### config.mk
export PLATFORM = sky130hd
export DESIGN_NAME = hilo_muldiv_ctrl
export DESIGN_NICKNAME = d
export VERILOG_FILES = /design/src/rtl/hilo_muldiv_ctrl.sv
export SDC_FILE = /design/constraint.sdc
export NUM_CORES = 1
export LEC_CHECK = 0
export ABC_AREA = 1
export BUFFER_PORTS_ARGS = -buffer_cell sky130_fd_sc_hd__buf_2
export CAP_MARGIN = 20
export CORE_MARGIN = 3
export CORE_UTILIZATION = 42
export CTS_BUF_LIST = sky130_fd_sc_hd__clkbuf_4 sky130_fd_sc_hd__clkbuf_8 sky130_fd_sc_hd__clkbuf_16
export DETAILED_ROUTE_END_ITERATION = 10
export PLACE_DENSITY = 0.8
export SLEW_MARGIN = 20
export SYNTH_ARGS = -nofsm -noshare
export SYNTH_HDL_FRONTEND = slang
export SYNTH_SLANG_ARGS = --single-unit
### constraint.sdc
create_clock -name clk -period 1.3 [get_ports clk]
set_input_delay 0 -clock clk [delete_from_list [all_inputs] [get_ports clk]]
set_output_delay 0 -clock clk [all_outputs]
set_load 0.02 [all_outputs]
### src/rtl/hilo_muldiv_ctrl.sv
// rtl/hilo_muldiv_ctrl.sv - HI/LO owner and multi-cycle MULT/DIV sequencer
//
// Ports:
//   clk, rst               rising-edge clock, synchronous active-high reset
//   start, op              mul/div issue from decode (op: 11..14)
//   rs_val, rt_val         issue operands
//   mfhi, mflo, rd_data    HI/LO reads (combinational)
//   mthi, mtlo, wr_data    HI/LO writes
//   stall, busy            pipeline hold / operation in flight
//   illegal_op, div_zero   one-cycle status pulses
//   alu_opcode/s1/s2       drive to the shared ALU
//   alu_result, alu_hi     ALU low word/quotient and high word/remainder
//   hi, lo                 architectural HI/LO registers
module hilo_muldiv_ctrl #(
    parameter int data_width  = 32,
    parameter int MULT_CYCLES = 4,
    parameter int DIV_CYCLES  = 32
) (
    input  logic                  clk,
    input  logic                  rst,
    input  logic                  start,
    input  logic [4:0]            op,
    input  logic [data_width-1:0] rs_val,
    input  logic [data_width-1:0] rt_val,
    input  logic                  mfhi,
    input  logic                  mflo,
    input  logic                  mthi,
    input  logic                  mtlo,
    input  logic [data_width-1:0] wr_data,
    output logic [data_width-1:0] rd_data,
    output logic                  stall,
    output logic                  busy,
    output logic                  illegal_op,
    output logic                  div_zero,
    output logic [4:0]            alu_opcode,
    output logic [data_width-1:0] alu_s1,
    output logic [data_width-1:0] alu_s2,
    input  logic [data_width-1:0] alu_result,
    input  logic [data_width-1:0] alu_hi,
    output logic [data_width-1:0] hi,
    output logic [data_width-1:0] lo
);

    localparam logic [4:0] OP_MULT  = 5'd11;
    localparam logic [4:0] OP_DIV   = 5'd13;
    localparam logic [4:0] OP_DIVU  = 5'd14;

    localparam int MAX_CYCLES = (MULT_CYCLES > DIV_CYCLES) ? MULT_CYCLES : DIV_CYCLES;
    localparam int CNT_W      = $clog2(MAX_CYCLES + 1);

    localparam logic [CNT_W-1:0] MULT_LOAD = CNT_W'(MULT_CYCLES - 1);
    localparam logic [CNT_W-1:0] DIV_LOAD  = CNT_W'(DIV_CYCLES - 1);

    typedef enum logic {
        IDLE = 1'b0,
        BUSY = 1'b1
    } state_t;

    state_t           state;
    state_t           state_next;
    logic [CNT_W-1:0] counter;
    logic             op_legal;
    logic             op_is_div;
    logic             accept;
    logic             done;
    logic             latched_div_zero;
    logic             any_req;

    always_comb begin
        state_next       = state;
        op_legal         = (op >= OP_MULT) && (op <= OP_DIVU);
        op_is_div        = (op == OP_DIV) || (op == OP_DIVU);
        accept           = 1'b0;
        done             = 1'b0;
        // The divide-by-zero decision uses the latched operands, not the live inputs.
        latched_div_zero = ((alu_opcode == OP_DIV) || (alu_opcode == OP_DIVU)) &&
                           (alu_s2 == '0);
        any_req          = start | mfhi | mflo | mthi | mtlo;
        busy             = 1'b0;
        stall            = 1'b0;
        rd_data          = '0;

        case (state)
            IDLE: begin
                if (start && op_legal) begin
                    accept     = 1'b1;
                    state_next = BUSY;
                end
            end
            BUSY: begin
                busy = 1'b1;
                if (counter == '0) begin
                    done       = 1'b1;
                    state_next = IDLE;
                end
            end
            default: state_next = IDLE;
        endcase

        stall = busy & any_req;

        // A stalled read returns nothing; the pipeline re-presents it later.
        if (!stall) begin
            if (mfhi) begin
                rd_data = hi;
            end else if (mflo) begin
                rd_data = lo;
            end
        end
    end

    always_ff @(posedge clk) begin
        if (rst) begin
            state      <= IDLE;
            counter    <= '0;
            hi         <= '0;
            lo         <= '0;
            alu_opcode <= 5'd0;
            alu_s1     <= '0;
            alu_s2     <= '0;
            illegal_op <= 1'b0;
            div_zero   <= 1'b0;
        end else begin
            state      <= state_next;
            illegal_op <= (state == IDLE) && start && !op_legal;
            div_zero   <= done && latched_div_zero;

            case (state)
                IDLE: begin
                    // Register writes land even when an op is accepted on the same
                    // edge; the op's result overwrites them later (program order).
                    if (mthi) begin
                        hi <= wr_data;
                    end
                    if (mtlo) begin
                        lo <= wr_data;
                    end
                    if (accept) begin
                        alu_opcode <= op;
                        alu_s1     <= rs_val;
                        alu_s2     <= rt_val;
                        counter    <= op_is_div ? DIV_LOAD : MULT_LOAD;
                    end
                end
                BUSY: begin
                    if (done) begin
                        counter <= '0;
                        if (!latched_div_zero) begin
                            hi <= alu_hi;
                            lo <= alu_result;
                        end
                    end else begin
                        counter <= counter - CNT_W'(1);
                    end
                end
                default: counter <= '0;
            endcase
        end
    end

endmodule

Word level (Yosys, flattened, before mapping)
Cells that the tools add are included.
Storage, ports and cells
  word-level logic and storage cells: 63
  bits in registers: 142
  output and inout bits: 169
Cells by class
  bitwise logic cells: 6
  reductions and logical operators: 14
  add/sub/neg operators: 1
  eq/ne operators: 9
  muxes and demuxes: 22
  order comparisons: 2
Operator list (count)
  $mux W32: 9
  $pmux W32 S2: 2
  $logic_not A32 Y1: 1
  $eq A5 B4 Y1 const B: 4
  $mux W6: 2
  $pmux W6 S2: 1
  $ne A2 B2 Y1 const B: 4
  $logic_and A1 B1 Y1: 6
  $logic_not A6 Y1: 1
  $mux W1: 6
  $reduce_and A3 Y1: 2
  $sub A6 B1 Y6 const B: 1
  $ge A5 B4 Y1 const B: 1
  $le A5 B4 Y1 const B: 1
  $mux W5: 1
  $or A1 B1 Y1: 4
  $logic_or A1 B1 Y1: 2
  $ne A2 B1 Y1 const B: 1
  $pmux W1 S2: 1
  $reduce_and A2 Y1: 1
  $and A1 B1 Y1: 1
  $logic_not A1 Y1: 1
  $not A1 Y1: 1

Logic depth before layout (Yosys ltp)
  depth in word-level cells: 7
  gate-level depth with buffers: 10

Least setup slack after synthesis
Ideal clock, no wire load.
  path type: reg2out
  start point: register state
  end point: output rd_data[22]
  path buffers: 3
  stages on the path, launching flop included: 8
  path slack: -353 ps
  arrival: 1653 ps
  cells stage by stage: dfxtp_1 buf_2 inv_1 buf_2 a31o_2 inv_1 buf_2 a211oi_1
On the way
  longest elaborated chain between the ends: 3
Ends and longest elaborated chain
  start, declared: line 59  | state_t state;
  start signal, assigned: line 124  | state <= state_next;
  $mux W1: line 83  | case (state)
  $and A1 B1 Y1: line 100  | stall = busy & any_req;
  via stall: line 31  | output logic stall,
  $mux W32: line 103  | if (!stall) begin
  end, declared: line 30  | output logic [data_width-1:0] rd_data,
The timed path passes the listed nets, and every way through them passes these cells.

Worst setup path in the final report
  start point: register alu_opcode[0]
  end point: register hi[10]
On the way
  longest elaborated chain between the ends: 5
Ends and longest elaborated chain
  start, declared: line 35  | output logic [4:0] alu_opcode,
  start signal, assigned: line 139  | alu_opcode <= op;
  $eq A5 B4 Y1: line 76  | latched_div_zero = ((alu_opcode == OP_DIV) || (alu_opcode == OP_DIVU)) &&
  $logic_or A1 B1 Y1 (*): line 76
  $logic_and A1 B1 Y1 (*): line 76
  $ne A2 B2 Y1 (no source line) (*)
  $reduce_and A3 Y1 (no source line) (*)
  end signal, assigned: line 133  | hi <= wr_data;
  end signal, assigned: line 149  | hi <= alu_hi;
  end, declared: line 40  | output logic [data_width-1:0] hi,
Every way passes the cells marked *; elsewhere a longest branch is shown, timed or not.
A chain may end at the register's enable or synchronous reset.

==> out/qor.yml <==
syn_nets: 1246
layout.nets: 1821
tritoncts: "built"
dp_hpwl_um: 18050
cpMostUsedCell: "nand2_1"
wl_um: 44110
reg2reg_slack_ns: -0.66
htreeDepth: 4
viasPerCell: 5.966
worstSetupStartpointType: "flip-flop"
track_usage: 0.3840
p_per_area_nw_per_um2: 1002
rows: 46
numCtsBuffers: 17
crit_path_end_kind: "flip-flop"
p_leak_nw: 6.817
hold_depth: 4
drive_gt1_frac: 0.4563
synth_area_leaders: "dfxtp_1, nand2_1, a21oi_1, inv_1, nand3_1"
path_clk_slew_ns: 0.09
r2r_cells: 10
grt_pass1_vias: 10640
setup_tns_ns: -67.79
yosysWarningCount: 0
clk_path_buf_depth: 2
status: "complete, but fails checks"
hold_viol: 0
wl_per_cell_um: 23.51
max_slew_margin: 0.4823
synth_seq_cells: 142
cp_data_required_time_ns: 1.60
endpoint: "hi[10]"
grt_pass1_wl_um: 55790
synth_area_leader_cell: "dfxtp_1"
synth_cell_types: 28
netlist_instances: 1072
worst_r2r_endpoint: "hi[10]"
fillCellCount: 686
synth_top_area_frac: 0.4016
fp.dieH_um: 135.8
hold_class: "primary input to flip-flop"
cts_root_buf: "clkbuf_16"
vias: 11190
area_growth_syn_to_layout_pct: 100.0
path_cells: "inv_1 -> nand2_1 -> a21oi_1 -> nand2_2 -> o21bai_4 -> buf_8 -> buf_16 -> nand3_2 -> nand2_1 -> nor2_1"
slew_viol_final: 0
peakVddDrop_mv: 0.9129
fin_ws_ns: -0.6585
worst_pin_slew_ns: 0.7765
syn-cell-area_um2: 7079
ant_nets: 0
cpPeakStageDelay_ns: 0.35
cp_max_fo: 8
core_area_um2: 16170
clock_sinks: 142
dieArea_um2: 18450
min_period_over_period: 1.507
setup_viol: 173
place.gp.congestion: 0.8269
synth-seq-area-share: 0.4016
rsz0062_at_grt: "true"
grt-ovfl-total: 0
period_minus_slack_ns: 1.958
r2r-start: "alu_opcode[0]"
maxCapViolCount: 0
path_class: "flip-flop to flip-flop"
violations: "negative setup slack"
drt_first_pass_iters: 8
drt_iter0_markers: 1352
antenna_found_initial: 0
portBuffers: 340
clock_skew_ns: 0.02650
drc_errors: 0
worstSetupStartpoint: "alu_opcode[0]"
slowest_stage: "dfxtp_2"
ios: 341
fin_util: 0.8756
arrival_ns: 2.26
fmax_mhz: 510.6
dieWidth_um: 135.8
initial_core_util: 0.4377
grt_max_degree: 71
clk_latency_ns: 0.43
pre_cts_slack_ns: -0.3764
synth.avg_cell_area_um2: 6.604
## cell families (layout without fill, tap and decap cells)
logic type | Yosys count | after routing | share of synthesized area
xor gates and xnor gates | 4 | 4 | 0.004950
AOI/OAI and AO/OA | 277 | 277 | 0.2105
adders and majority gates | 2 | 2 | 0.003534
DFF | 142 | 142 | 0.4016
buffers and inverters | 228 | 815 | 0.1407
and+or+nand+nor | 419 | 419 | 0.2388
other | 0 | 1 | 0
## layout by cell type (no fill, tap or decap), drive strengths merged
| cell type | n |
|---|---|
| dfxtp | 142 |
| xor2 | 2 |
| clkinv | 6 |
| ha | 2 |
| inv | 147 |
| nor2 | 92 |
| nor3 | 1 |
| nand4 | 4 |
| clkinvlp | 3 |
| a211oi | 32 |
| buf | 464 |
| clkbuf | 29 |
| o21ai | 74 |
| xnor2 | 2 |
| and2 | 1 |
| bufinv | 2 |
| a31o | 1 |
| nand3 | 73 |
| o221ai | 1 |
| a21oi | 167 |
| o21bai | 2 |
| nor4 | 2 |
| nand2 | 246 |
| dlygate4sd3 | 164 |
| diode | 1 |
## how the worst min path moves through the flow
stage	startpoint	to
final	rt_val[23]	alu_s2[23]
after global routing	rt_val[23]	alu_s2[23]
after CTS	rt_val[23]	alu_s2[23]
after detailed placement	rs_val[21]	alu_s1[21]
after global placement	rs_val[24]	alu_s1[24]
after floorplan	rst	alu_opcode[3]
## flip-flops by register name, indices dropped and copies added (netlist names)
signal and count:
hi 32, state 1, alu_s1 32, div_zero 1
alu_s2 32, illegal_op 1, counter 6, alu_opcode 5
lo 32
## cell usage after synthesis
master,instances
nand2_1,246
a21oi_1,167
inv_1,146
dfxtp_1,142
nor2_1,91
nand3_1,72
o21ai_0,64
a211oi_1,32
clkbuf_1,32
buf_2,31
buf_6,12
o21ai_1,10
nand4_1,4
clkbuf_2,3
buf_1,2
buf_4,2
ha_1,2
nor4_1,2
xnor2_1,2
xor2_1,2
a31o_2,1
and2_1,1
nand3_2,1
nor2_2,1
nor3_1,1
o21bai_1,1
o21bai_4,1
o221ai_1,1
## what timing repair did
item                       CTS  global route
gates cloned                17            11
setup buffers               14             9
resized for setup          201           199
pin swaps                   18            44
setup endpoints to repair  158           174
hold buffers               164             0
hold endpoints to repair   135             0
## final cells by class
class | instances | area, um2 | share of cell area
antenna | 1 | 2.502 | 0.0001767
clock buffer | 19 | 440.4 | 0.03110
clock inverter | 12 | 136.4 | 0.009631
inverter | 146 | 566.8 | 0.04002
multi-input combinational | 702 | 4556 | 0.3217
sequential | 142 | 2898 | 0.2046
tap | 216 | 270.3 | 0.01908
timing repair buffer | 638 | 5291 | 0.3737
## per-stage QoR
step / hold WS (ns) / cells / area, um2 / power (mW)
finish: 0.005110 / 1876 / 14160 / 14.19
global route: 0.004479 / 1875 / 14160 / 14.52
CTS: 0.004727 / 1858 / 13070 / 13.24
detailed placement: 0.2703 / 1632 / 9803 / 7.669
global placement: 0.2624 / 1632 / 9803 / 7.608
floorplan: 0.06165 / 1072 / 7522 / 6.612
## power by group
part | internal, mW | total [mW] | switching [mW]
clock network | 2.88 | 5.07 | 2.19
registers | 4.63 | 4.87 | 0.235
logic | 1.84 | 4.24 | 2.40
## worst max-delay path, delay by kind of cell, from the launching register on
family | cells | cell delay [ns]
buffers and inverters | 3 | 0.50
and+or+nand+nor | 5 | 0.49
AOI/OAI and AO/OA | 2 | 0.47
DFF | 1 | 0.35
## per-layer routing
metal	GRT usage	wire [um]
met4	0.2447	4005
met3	0.1084	5546
met2	0.6651	20600
met1	0.4106	13950
met5	0	0
(Power assumes the default switching activity.)
